==> src/rtl/z16_mmio_pkg.sv <==
// Shared Z16 MMIO constants, UART status layout and TX FSM state encoding.
package z16_mmio_pkg;

  localparam logic [15:0] MMIO_UART_STAT = 16'h0076;
  localparam logic [15:0] MMIO_UART_TX   = 16'h0078;
  localparam logic [15:0] MMIO_LED       = 16'h007A;
  localparam logic [15:0] MMIO_BTN       = 16'h007C;

  localparam int unsigned STAT_BUSY = 0;
  localparam int unsigned STAT_FULL = 1;
  localparam int unsigned STAT_OVF  = 2;

  typedef struct packed {
    logic [12:0] rsvd;
    logic        ovf;
    logic        full;
    logic        busy;
  } uart_status_t;

  typedef enum logic [1:0] {
    ST_IDLE,
    ST_START,
    ST_DATA,
    ST_STOP
  } uart_tx_state_e;

endpackage

==> src/rtl/z16_uart_tx_fifo.sv <==
// UART TX byte queue: circular buffer with Z16_UART_FIFO_EN, else one holding register.
module z16_uart_tx_fifo #(
  parameter int unsigned DEPTH = 4
) (
  input  logic       i_clk,
  input  logic       i_rst,
  input  logic       i_push,
  input  logic [7:0] i_data,
  input  logic       i_pop,
  output logic [7:0] o_data,
  output logic       o_full,
  output logic       o_empty
);

`ifdef Z16_UART_FIFO_EN
  localparam int unsigned PTR_W = (DEPTH > 1) ? $clog2(DEPTH) : 1;
  localparam int unsigned CNT_W = $clog2(DEPTH) + 1;

  logic [7:0]       mem [DEPTH];
  logic [PTR_W-1:0] rd_ptr;
  logic [PTR_W-1:0] wr_ptr;
  logic [CNT_W-1:0] count;

  // Pointers wrap explicitly so non-trivial depths stay in range.
  always_ff @(posedge i_clk) begin
    if (i_rst) begin
      rd_ptr <= '0;
      wr_ptr <= '0;
      count  <= '0;
    end else begin
      if (i_push) begin
        wr_ptr <= (wr_ptr == PTR_W'(DEPTH - 1)) ? '0 : wr_ptr + PTR_W'(1);
      end
      if (i_pop) begin
        rd_ptr <= (rd_ptr == PTR_W'(DEPTH - 1)) ? '0 : rd_ptr + PTR_W'(1);
      end
      case ({i_push, i_pop})
        2'b10:   count <= count + CNT_W'(1);
        2'b01:   count <= count - CNT_W'(1);
        default: count <= count;
      endcase
    end
  end

  always_ff @(posedge i_clk) begin
    if (i_push) begin
      mem[wr_ptr] <= i_data;
    end
  end

  assign o_data  = mem[rd_ptr];
  assign o_full  = (count == CNT_W'(DEPTH));
  assign o_empty = (count == '0);
`else
  logic [7:0] hold;
  logic       valid;
  logic       unused_depth;

  // A push in the same cycle as a pop refills the register.
  always_ff @(posedge i_clk) begin
    if (i_rst) begin
      valid <= 1'b0;
    end else if (i_push) begin
      valid <= 1'b1;
    end else if (i_pop) begin
      valid <= 1'b0;
    end
  end

  always_ff @(posedge i_clk) begin
    if (i_push) begin
      hold <= i_data;
    end
  end

  assign o_data       = hold;
  assign o_full       = valid;
  assign o_empty      = ~valid;
  assign unused_depth = ^32'(DEPTH);
`endif

endmodule

==> src/rtl/z16_mmio_uart_tx.sv <==
// Z16 MMIO UART transmitter (8N1): TXDATA at 0x0078, STATUS at 0x0076.
// Define Z16_UART_FIFO_EN for a FIFO_DEPTH-entry queue instead of one holding register.
module z16_mmio_uart_tx
  import z16_mmio_pkg::*;
#(
  parameter int unsigned CLK_HZ     = 27_000_000,
  parameter int unsigned BAUD       = 115_200,
  parameter int unsigned FIFO_DEPTH = 4
) (
  input  logic        i_clk,
  input  logic        i_rst,
  input  logic [15:0] i_addr,
  input  logic        i_wen,
  input  logic [15:0] i_wdata,
  output logic [15:0] o_rdata,
  output logic        o_hit,
  output logic        o_tx
);

  localparam int unsigned CLKS_PER_BIT = CLK_HZ / BAUD;
  localparam int unsigned BAUD_W       = $clog2(CLKS_PER_BIT);

  uart_tx_state_e state_q, state_d;
  logic [BAUD_W-1:0] baud_q, baud_d;
  logic [2:0]        bit_q, bit_d;
  logic [7:0]        shift_q, shift_d;
  logic              tx_q, tx_d;
  logic              ovf_q, ovf_d;

  logic       sel_stat_c, sel_tx_c, wr_tx_c, push_c, pop_c;
  logic       ovf_set_c, ovf_clr_c, baud_last_c;
  logic [7:0] fifo_data;
  logic       fifo_full, fifo_empty;
  logic       unused_wdata;
  uart_status_t status_c;

  z16_uart_tx_fifo #(
    .DEPTH (FIFO_DEPTH)
  ) u_fifo (
    .i_clk   (i_clk),
    .i_rst   (i_rst),
    .i_push  (push_c),
    .i_data  (i_wdata[7:0]),
    .i_pop   (pop_c),
    .o_data  (fifo_data),
    .o_full  (fifo_full),
    .o_empty (fifo_empty)
  );

  // Register decode and zero-latency read path for the CPU load mux.
  always_comb begin
    sel_stat_c    = (i_addr == MMIO_UART_STAT);
    sel_tx_c      = (i_addr == MMIO_UART_TX);
    status_c      = '0;
    status_c.busy = (state_q != ST_IDLE) || !fifo_empty;
    status_c.full = fifo_full;
    status_c.ovf  = ovf_q;
    o_hit         = sel_stat_c || sel_tx_c;
    o_rdata       = sel_stat_c ? status_c : 16'h0000;
  end

  // A write to a full queue still lands if the FSM pops in the same cycle.
  always_comb begin
    wr_tx_c   = i_wen && sel_tx_c;
    push_c    = wr_tx_c && (!fifo_full || pop_c);
    ovf_set_c = wr_tx_c && fifo_full && !pop_c;
    ovf_clr_c = i_wen && sel_stat_c && i_wdata[STAT_OVF];
    ovf_d     = ovf_set_c ? 1'b1 : (ovf_clr_c ? 1'b0 : ovf_q);
  end

  assign baud_last_c  = (baud_q == BAUD_W'(CLKS_PER_BIT - 1));
  assign unused_wdata = ^i_wdata[15:8];

  // Frame sequencing; the STOP-to-START hop keeps queued frames back-to-back.
  always_comb begin
    state_d = state_q;
    baud_d  = baud_q + BAUD_W'(1);
    bit_d   = bit_q;
    shift_d = shift_q;
    pop_c   = 1'b0;
    tx_d    = 1'b1;
    unique case (state_q)
      ST_IDLE: begin
        baud_d = '0;
        if (!fifo_empty) begin
          pop_c   = 1'b1;
          shift_d = fifo_data;
          bit_d   = '0;
          state_d = ST_START;
        end
      end
      ST_START: begin
        if (baud_last_c) begin
          baud_d  = '0;
          state_d = ST_DATA;
        end
      end
      ST_DATA: begin
        if (baud_last_c) begin
          baud_d = '0;
          if (bit_q == 3'd7) begin
            state_d = ST_STOP;
          end else begin
            bit_d   = bit_q + 3'd1;
            shift_d = {1'b0, shift_q[7:1]};
          end
        end
      end
      ST_STOP: begin
        if (baud_last_c) begin
          baud_d = '0;
          if (!fifo_empty) begin
            pop_c   = 1'b1;
            shift_d = fifo_data;
            bit_d   = '0;
            state_d = ST_START;
          end else begin
            state_d = ST_IDLE;
          end
        end
      end
      default: begin
        baud_d  = '0;
        state_d = ST_IDLE;
      end
    endcase
    unique case (state_d)
      ST_START: tx_d = 1'b0;
      ST_DATA:  tx_d = shift_d[0];
      default:  tx_d = 1'b1;
    endcase
  end

  always_ff @(posedge i_clk) begin
    if (i_rst) begin
      state_q <= ST_IDLE;
      baud_q  <= '0;
      bit_q   <= '0;
      shift_q <= '0;
      tx_q    <= 1'b1;
      ovf_q   <= 1'b0;
    end else begin
      state_q <= state_d;
      baud_q  <= baud_d;
      bit_q   <= bit_d;
      shift_q <= shift_d;
      tx_q    <= tx_d;
      ovf_q   <= ovf_d;
    end
  end

  assign o_tx = tx_q;

endmodule

==> config.mk <==
export PLATFORM = sky130hd
export DESIGN_NAME = z16_mmio_uart_tx
export DESIGN_NICKNAME = d
export VERILOG_FILES = /design/src/rtl/z16_mmio_pkg.sv /design/src/rtl/z16_uart_tx_fifo.sv /design/src/rtl/z16_mmio_uart_tx.sv
export SDC_FILE = /design/constraint.sdc
export NUM_CORES = 1
export LEC_CHECK = 0
export BUFFER_PORTS_ARGS = -buffer_cell sky130_fd_sc_hd__buf_2
export CAP_MARGIN = 20
export CORE_UTILIZATION = 47
export CTS_CLUSTER_SIZE = 20
export DETAILED_ROUTE_END_ITERATION = 6
export PLACE_DENSITY_LB_ADDON = 0.05
export SLEW_MARGIN = 20
export SYNTH_ARGS = -nofsm -noshare
export SYNTH_HDL_FRONTEND = slang
export SYNTH_HIERARCHICAL = 1
export SYNTH_SLANG_ARGS = --single-unit
export TNS_END_PERCENT = 10
==> constraint.sdc <==
create_clock -name i_clk -period 2 [get_ports i_clk]
set_input_delay 0.4 -clock i_clk [delete_from_list [all_inputs] [get_ports i_clk]]
set_output_delay 0.4 -clock i_clk [all_outputs]
set_load 0.02 [all_outputs]
==> impl_metrics.csv <==
group,metric,value,unit
logic_synthesis,synth_xor_xnor_area_share,2.79,%
logic_synthesis,yosysTopAreaCell,"dfxtp_1",
timing,tns,0,ps
logic_synthesis,muxShareOfSynthArea,4.32,%
placement,hpwl,2.83,mm
finish,multi_input_area,0.00107,mm²
worst_setup_path,ff2ff_path_depth,5,
run_status,status,"completed",
die,start_util,50.3,%
route,drt-met1-wl,1.72,mm
route,drt-initial-drc-count,123,
timing,final_max_slew_viol_count,0,
finish,final_nets,280,
finish,fin_cells,283,
placement,globalplace.congestion,0.797,
timing,hold_viol_final,0,
timing,whs,288,ps
finish,syn_to_final_growth,20.2,%
placement,place_area,0.00212,mm²
route,drc,0,
worst_hold_path,hold_depth,1,
grt,grt-ovfl-total,0,
clock_tree,cts_root_buf,"clkbuf_8",
route,met3_length,213,µm
timing,setup_violations,0,
logic_synthesis,synth_edf_count,8,
route,wl_met2,1.70,mm
grt,antenna_found_initial,0,
finish,drive_gt1_share,32.3,%
placement,portBuffers,31,
logic_synthesis,ys_ff_latch,32,
route,vias_per_cell,5.33,
route,maxUsedRoutingLayer,"met4",
finish,layout_commonest_cell,"buf_2",
worst_setup_path,r2r_start,"state_q[1]$_SDFF_PP0_",
route,route.antenna.remaining_nets,0,
die,dieArea,0.00426,mm²
die,die_w,65.3,µm
worst_hold_path,hold_start,"i_wdata[3]",
die,coreArea,0.00374,mm²
grt,grt_pass1_wl,6.33,mm
logic_synthesis,synthCells,189,
worst_setup_path,worstSetupEndpointType,"output port",
timing,min_period,1920,ps
finish,final_area,0.00226,mm²
worst_setup_path,regToRegEndpoint,"u_fifo/o_data[0]$_DFFE_PP_",
grt,grt_max_degree,13,
route,via_count,1507,
route,wire_per_inst,13.1,µm
worst_setup_path,required,1600,ps
clock_tree,clock_path_buffers,2,
finish,n_antenna_cell,0,
logic_synthesis,synth_fa_ha_area_share,7.31,%
worst_setup_path,critPathKind,"in -> out",
power_and_ir_drop,ir_worst_vdd,0.000381,V
route,wl,3.71,mm
job,drv_cap,0,
worst_setup_path,cp_slowest_cell,"or2_2",
route,dr.pass1.iters,4,
finish,final_cell_mix,"buf_2, dfxtp_1, nor2_1",
worst_setup_path,critPathArrivalTime,1520,ps
clock_tree,clk_pin_slew,70,ps
logic_synthesis,async_reset_ff_share,0,%
power_and_ir_drop,power_leakage,0.000975,µW
power_and_ir_drop,powerDensity,594,mW/mm²
clock_tree,clkLatencyLatePin,280,ps
logic_synthesis,synthSimpleGateAreaFrac,19.9,%
logic_synthesis,yosysSeqAreaShare,38.3,%
timing,max_freq,520,MHz
logic_synthesis,netlist_top_cells_area,"dfxtp_1, edfxtp_1, ha_1",
grt,grt_pass1_vias,1432,
grt,track_usage,19.8,%
clock_tree,cts_tree,"built",
worst_setup_path,slowest_delay,320,ps
clock_tree,h-tree-depth,2,
worst_hold_path,hold_path.class,"in -> reg",
placement,dpl.cell_count,275,
timing,grt_setup_unrepaired,"true",
logic_synthesis,syn_area_per_cell,9.96,µm²
worst_setup_path,worstPathCellList,"buf_2, nor4bb_2, nand4_1, or2_2, a21oi_1, buf_4",
die,rows,22,
worst_setup_path,worst_setup_path_start_kind,"input pin",
finish,ff_latch_area,722,µm²
die,die_y,65.3,µm
logic_synthesis,syn_area,0.00188,mm²
logic_synthesis,synth_top_family_by_area,"simple AND/OR/NAND/NOR gates",
logic_synthesis,synth_compound_area_share,18.5,%
logic_synthesis,yosysWarningCount,6,
logic_synthesis,synth_cell_types,59,
finish,nFillCells,316,
logic_synthesis,synth_top_area_share,25.5,%
timing,finalCritPeriodShare,96.1,%
worst_setup_path,crit_fanout,2,
worst_hold_path,min_to,"u_fifo/o_data[3]$_DFFE_PP_",
die,io_pins,53,
timing,fin_worst_skew,3.78,ps
clock_tree,cts_inserted_buffers,5,
clock_tree,cts_setup_buffers,0,
clock_tree,clock_sinks,32,
logic_synthesis,synthFlopType,"dfxtp_1",
worst_setup_path,r2r_slack,100,ps
==> logic make-up after synthesis <==
kind of cell               after synthesis
xor gates and xnor gates                 6
and+or+nand+nor                         61
muxes                                    8
buffers and inverters                   26
other                                    1
DFF                                     32
adders and majority gates               11
AOI/OAI and AO/OA                       44
==> routing by layer <==
metal  up-vias  GRT usage [%]
met4         0           8.97
met2        59           31.7
met5         -              0
met3         9           6.42
met1       682           24.1
li1        757              -
==> sequential cells by signal, indices dropped and copies added, names as in the netlist <==
signal / cells
u_fifo/o_full: 1
state_q: 2
u_fifo/o_data: 8
bit_q: 3
shift_q: 8
o_tx: 1
ovf_q: 1
baud_q: 8
==> timing repair <==
item | 4_1_cts | 5_1_grt
setup endpoints to repair | 0 | 10
gates resized for setup | 0 | 6
hold buffers | 0 | 0
==> per-stage QoR <==
stage	utilization (%)	total power, µW	setup WS [ps]
final	60.5	1340	77.6
after global routing	60.5	1400	-28.0
after CTS	59.8	1360	29.2
after detailed placement	56.7	739	37.2
after global placement	56.7	737	77.5
after floorplan	-	729	17.0
==> layout make-up <==
type                    count  share of cell area (%)
clock buffers               5                    3.04
multi-input cells         143                    47.2
flip-flops and latches     32                    31.9
repair buffers             44                    11.8
clock inverters             3                    2.05
inverters                   8                    1.33
well taps                  48                    2.65
==> power by group <==
group | switching, µW | internal, µW | total, µW | leakage, µW
Combinational | 40.5 | 24.4 | 64.9 | 0.000655
Sequential | 0.00244 | 662 | 662 | 0.000266
Clock | 243 | 375 | 618 | 0.0000548
==> synth_stat cells (4+ instances only) <==
| master | instances |
|---|---|
| o21ai_0 | 4 |
| buf_4 | 13 |
| nand2_1 | 4 |
| nor2_1 | 19 |
| inv_1 | 8 |
| edfxtp_1 | 8 |
| xor2_1 | 5 |
| o2bb2ai_1 | 6 |
| mux2i_1 | 7 |
| nand3_1 | 6 |
| dfxtp_1 | 24 |
| a22o_2 | 6 |
| a21oi_1 | 9 |
| nor2b_1 | 4 |
| ha_1 | 11 |
==> worst max path at each step <==
stage	slack (ps)	to	depth (start not counted)	startpoint
global placement	80	o_rdata[0]	6	i_addr[0]
finish	80	o_rdata[0]	6	i_addr[0]
floorplan	20	u_fifo/o_data[0]$_DFFE_PP_	5	baud_q[0]$_SDFF_PP0_
CTS	30	o_rdata[0]	6	i_addr[8]
global route	-30	o_rdata[0]	6	i_addr[0]
detailed placement	40	o_rdata[0]	6	i_addr[0]
==> critical path: cells and delay by family <==
| family | cells | cell delay (ps) |
|---|---|---|
| buffers and inverters | 2 | 260 |
| and+or+nand+nor | 3 | 710 |
| AOI/OAI and AO/OA | 1 | 140 |
(Power assumes the default switching activity.)
